[src/rtl/param_fifo_pkg.sv]
// Shared constants and sizing helpers for the parameterised synchronous FIFO.
package param_fifo_pkg;

   localparam int unsigned DEFAULT_WIDTH = 32;
   localparam int unsigned DEFAULT_DEPTH = 8;

   // Occupancy needs one extra bit so that DEPTH itself is representable.
   function automatic int unsigned count_width(input int unsigned depth);
      return $clog2(depth) + 1;
   endfunction

endpackage

[src/rtl/param_fifo_mem.sv]
// Storage array for param_fifo: one synchronous write port, one asynchronous read port.
module param_fifo_mem #(
   parameter int unsigned WIDTH = 32,
   parameter int unsigned DEPTH = 8
) (
   input  logic                       clk,
   input  logic                       we,
   input  logic [$clog2(DEPTH)-1:0]   waddr,
   input  logic [WIDTH-1:0]           wdata,
   input  logic [$clog2(DEPTH)-1:0]   raddr,
   output logic [WIDTH-1:0]           rdata
);

   logic [WIDTH-1:0] mem [DEPTH];

   always_ff @(posedge clk) begin
      if (we) begin
         mem[waddr] <= wdata;
      end
   end

   assign rdata = mem[raddr];

endmodule

[src/rtl/param_fifo.sv]
// Synchronous FIFO with dedicated occupancy counter, sticky error flags and
// selectable registered-read or first-word-fall-through output.
module param_fifo
   import param_fifo_pkg::*;
#(
   parameter int unsigned WIDTH    = DEFAULT_WIDTH,
   parameter int unsigned DEPTH    = DEFAULT_DEPTH,
   parameter int unsigned AF_LEVEL = DEPTH - 2,
   parameter int unsigned AE_LEVEL = 2,
   parameter int unsigned FWFT     = 0
) (
   input  logic                          Clk,
   input  logic                          Rst,
   input  logic                          EN,
   input  logic                          WR,
   input  logic                          RD,
   input  logic [WIDTH-1:0]              dataIn,
   output logic [WIDTH-1:0]              dataOut,
   output logic                          EMPTY,
   output logic                          FULL,
   output logic                          ALMOST_EMPTY,
   output logic                          ALMOST_FULL,
   output logic [count_width(DEPTH)-1:0] Count,
   output logic                          OVERFLOW,
   output logic                          UNDERFLOW
);

   localparam int unsigned AW = $clog2(DEPTH);
   localparam int unsigned CW = count_width(DEPTH);

   // Reject illegal parameterisations at elaboration time.
   if (DEPTH < 2 || (DEPTH & (DEPTH - 1)) != 0) begin : g_bad_depth
      $error("param_fifo: DEPTH must be a power of 2 and at least 2");
   end
   if (AF_LEVEL > DEPTH) begin : g_bad_af
      $error("param_fifo: AF_LEVEL must not exceed DEPTH");
   end
   if (WIDTH < 1) begin : g_bad_width
      $error("param_fifo: WIDTH must be at least 1");
   end

   logic [AW-1:0]    rptr;
   logic [AW-1:0]    wptr;
   logic [AW-1:0]    rptr_next;
   logic [AW-1:0]    raddr;
   logic [CW-1:0]    count_next;
   logic [WIDTH-1:0] rdata;
   logic             rd_ok;
   logic             wr_ok;
   logic             head_is_new;

   assign EMPTY        = (Count == '0);
   assign FULL         = (Count == CW'(DEPTH));
   assign ALMOST_FULL  = (32'(Count) >= AF_LEVEL);
   assign ALMOST_EMPTY = (32'(Count) <= AE_LEVEL);

   // Acceptance, next pointers and next occupancy for the current request.
   always_comb begin
      rd_ok       = RD && !EMPTY;
      wr_ok       = WR && (!FULL || rd_ok);
      rptr_next   = rd_ok ? rptr + AW'(1) : rptr;
      count_next  = Count;
      if (wr_ok && !rd_ok) begin
         count_next = Count + CW'(1);
      end else if (rd_ok && !wr_ok) begin
         count_next = Count - CW'(1);
      end
      // The word being written becomes the head when nothing older remains.
      head_is_new = wr_ok && (Count == CW'(rd_ok));
   end

   // FWFT looks ahead to the post-pop head; registered mode reads the current head.
   assign raddr = (FWFT != 0) ? rptr_next : rptr;

   param_fifo_mem #(
      .WIDTH (WIDTH),
      .DEPTH (DEPTH)
   ) u_mem (
      .clk   (Clk),
      .we    (EN && !Rst && wr_ok),
      .waddr (wptr),
      .wdata (dataIn),
      .raddr (raddr),
      .rdata (rdata)
   );

   always_ff @(posedge Clk) begin
      if (Rst) begin
         rptr      <= '0;
         wptr      <= '0;
         Count     <= '0;
         dataOut   <= '0;
         OVERFLOW  <= 1'b0;
         UNDERFLOW <= 1'b0;
      end else if (EN) begin
         if (wr_ok) begin
            wptr <= wptr + AW'(1);
         end
         rptr  <= rptr_next;
         Count <= count_next;
         if (WR && !wr_ok) begin
            OVERFLOW <= 1'b1;
         end
         if (RD && !rd_ok) begin
            UNDERFLOW <= 1'b1;
         end
         if (FWFT == 0) begin
            if (rd_ok) begin
               dataOut <= rdata;
            end
         end else if (count_next != '0) begin
            dataOut <= head_is_new ? dataIn : rdata;
         end
      end
   end

endmodule

[config.mk]
export PLATFORM = sky130hd
export DESIGN_NAME = param_fifo
export DESIGN_NICKNAME = d
export VERILOG_FILES = /design/src/rtl/param_fifo_pkg.sv /design/src/rtl/param_fifo_mem.sv /design/src/rtl/param_fifo.sv
export SDC_FILE = /design/constraint.sdc
export NUM_CORES = 1
export LEC_CHECK = 0
export ABC_AREA = 0
export CORE_ASPECT_RATIO = 0.8
export CORE_MARGIN = 2
export CORE_UTILIZATION = 58
export DETAILED_ROUTE_END_ITERATION = 10
export GPL_TIMING_DRIVEN = 0
export PLACE_DENSITY = 0.84
export SLEW_MARGIN = 20
export SYNTH_ARGS = -nofsm -noshare
export SYNTH_HDL_FRONTEND = slang
export SYNTH_HIERARCHICAL = 1
export SYNTH_SLANG_ARGS = --single-unit
[constraint.sdc]
create_clock -name Clk -period 4.85 [get_ports Clk]
set_input_delay 0.97 -clock Clk [delete_from_list [all_inputs] [get_ports Clk]]
set_output_delay 0.97 -clock Clk [all_outputs]
set_load 0.05 [all_outputs]
==> results.json <==
{
  "cap_viol_max_count": 0,
  "root_buffer": "clkbuf_16",
  "clock_tree.buffer_depth": 3,
  "worst_slew_pin_slew_ns": 0.824,
  "postSynth.asyncResetShare": 0,
  "critPathArrivalTime_ns": 2.42,
  "postSynthCellCount": 592,
  "viasPerCell": 6.04,
  "drt-total-wl_um": 24600,
  "via_count": 6044,
  "synth.yosys.seq_area_share": 0.740,
  "netlist.area_leader.share": 0.664,
  "coreArea_sq_mm": 0.0197,
  "clkTransAtPathRegs_ns": 0.06,
  "antenna_found_initial": 0,
  "synth_top_flop_cell": "edfxtp_1",
  "cp_data_required_time_ns": 3.88,
  "insertedDiodeCount": 0,
  "critPathSlowestCell": "clkdlybuf4s50_1",
  "synthTopCellsByArea": "edfxtp_1, mux4_1, dfxtp_1",
  "seq_area_sq_mm": 0.00857,
  "gr-total-overflow": 0,
  "fmax_ghz": 0.295,
  "syn_area_sq_mm": 0.0116,
  "critical_path_class": "reg -> out",
  "cpPeakStageDelay_ns": 0.80,
  "syn_nets": 635,
  "synth_edf_count": 256,
  "gp_congestion": 0.713,
  "dieArea_sq_mm": 0.0211,
  "wire_per_inst_um": 24.6,
  "layout.cells.non_filler": 1000,
  "skew_ns": 0.0129,
  "power_per_cell_area_mw_per_mm2": 444,
  "synth.most_common_cell": "edfxtp_1",
  "tritoncts": "done",
  "nNetsFinal": 757,
  "cts_buffers": 28,
  "drv_slew": 0,
  "cts.sinks": 300,
  "reg2reg_slack_ns": 1.81,
  "h-tree-depth": 1,
  "start_kind": "register",
  "grt_pass1_wl_um": 37200,
  "synth_top_area_cell": "edfxtp_1",
  "nFillCells": 1216,
  "cp_top_family": "buffers and inverters",
  "critPathMaxFanout": 8,
  "period_share": 0.698,
  "detail-route-antenna-nets": 0,
  "synthTopCellsByCount": "edfxtp_1, nand2_1, dfxtp_1, mux4_1, a21oi_1",
  "status": "finished, final reports clean",
  "setup_viol": 0,
  "relSlewSlack": 0.449,
  "die_w_um": 162,
  "crit_chain": "or4_4 -> inv_1 -> clkdlybuf4s50_1",
  "ir_drop_v": 0.000341,
  "cp-end-kind": "output pin",
  "crit_buf_inv": 2,
  "p_leak_uw": 0.00451,
  "drive_gt1_frac": 0.196,
  "cts_setup_buffers": 0,
  "initial_core_util": 0.588,
  "period_minus_slack_ns": 3.39,
  "grt_start_max_net_pins": 20,
  "drtIter0Drc": 481,
  "grt_use_total": 0.243,
  "cts_hold_buf": 0,
  "clk_latency_ns": 0.54,
  "first_global_vias": 6315,
  "rows": 46,
  "hpwl_um": 15400,
  "port_buffers": 77,
  "fp.dieH_um": 130,
  "multiInputGateArea_sq_mm": 0.00284,
  "yosysWarningCount": 6,
  "hp-class": "reg -> reg",
  "post_cts_resize_count": 0,
  "drtPass1Iterations": 5,
  "syn_to_final_growth_pct": 20.3,
  "drc": 0,
  "syn_avg_cell_area_sq_um": 19.6,
  "dp_cells": 948,
  "ys_types": 35,
  "hold_viol": 0,
  "rsz0062_at_grt": "false",
  "ys_ff_latch": 300,
  "holdWs_ns": 0.453,
  "ioPinCount": 79
}
[cell type report]
cell class                 count  area share
sequential                   300       0.615
multi-input combinational    257       0.204
timing repair buffer          92      0.0734
clock buffer                  40      0.0558
tap                          264      0.0237
buffer                        31      0.0149
clock inverter                12      0.0116
inverter                       4     0.00108
[per-layer routing]
| metal | wire length, um | share of wire | global-route usage |
|---|---|---|---|
| met1 | 9690 | 0.39 | 0.320 |
| met2 | 12500 | 0.51 | 0.424 |
| met3 | 1850 | 0.075 | 0.0474 |
| met4 | 529 | 0.022 | 0.0614 |
| met5 | 0 | 0 | 0 |
[through the flow]
step                setup WS (ns)  utilization  TNS, ns  area [sq um]  total power, uW
finish                       1.46        0.707        0         13900             6180
global route                 1.38        0.707        0         13900             6390
CTS                          1.44        0.707        0         13900             6220
detailed placement           1.25        0.660        0         13000             4010
global placement            -1.98        0.644  -175.79         12700             3960
floorplan                   0.584            -        0         11600             3680
[cells by family after synthesis]
| logic type | share of synthesized area |
|---|---|
| buffers and inverters | 0.0192 |
| flip-flops | 0.740 |
| XOR/XNOR | 0.00303 |
| adder cells (fa/ha/maj) | 0.00713 |
| AND/OR/NAND/NOR | 0.0382 |
| multiplexers | 0.170 |
| AO/OA/AOI/OAI | 0.0220 |
[report_power, final]
part           switching [uW]  internal (uW)  total (uW)
clock network             895           1330        2220
registers                54.3           2870        2920
logic                     591            445        1040
[placed cells by master (no fill, tap or decap), types with 4 or more instances in the layout]
cell type,count
inv_1,4
clkdlybuf4s50_1,77
nor2_1,10
mux2_2,32
edfxtp_1,256
clkbuf_16,29
clkbuf_1,15
a21oi_1,36
mux4_1,40
clkinv_2,6
buf_16,6
bufinv_16,4
buf_1,5
mux4_2,24
dfxtp_1,44
buf_4,6
ha_1,5
buf_6,13
nor2_4,6
nand2_1,69
buf_2,10
[sequential cells by signal, indices dropped and copies added, names as in the netlist]
signal / flops
u_mem/mem: 256
dataOut: 32
Count: 4
raddr: 3
wptr: 3
OVERFLOW: 1
UNDERFLOW: 1
[final timing paths]
kind | startpoint | endpoint | cells past startpoint
worst max register to register | Count[1] | Count[3] | 10
worst max-delay path | Count[1] | EMPTY | 3
worst min register to register | dataOut[11] | dataOut[11] | 2
worst min-delay path | dataOut[11] | dataOut[11] | 2
[worst min-delay path, cell delays in order (launching register included)]
cell     delay, ns
dfxtp_1       0.31
nand2_1       0.05
a21oi_1       0.05
(Power assumes the default switching activity.)
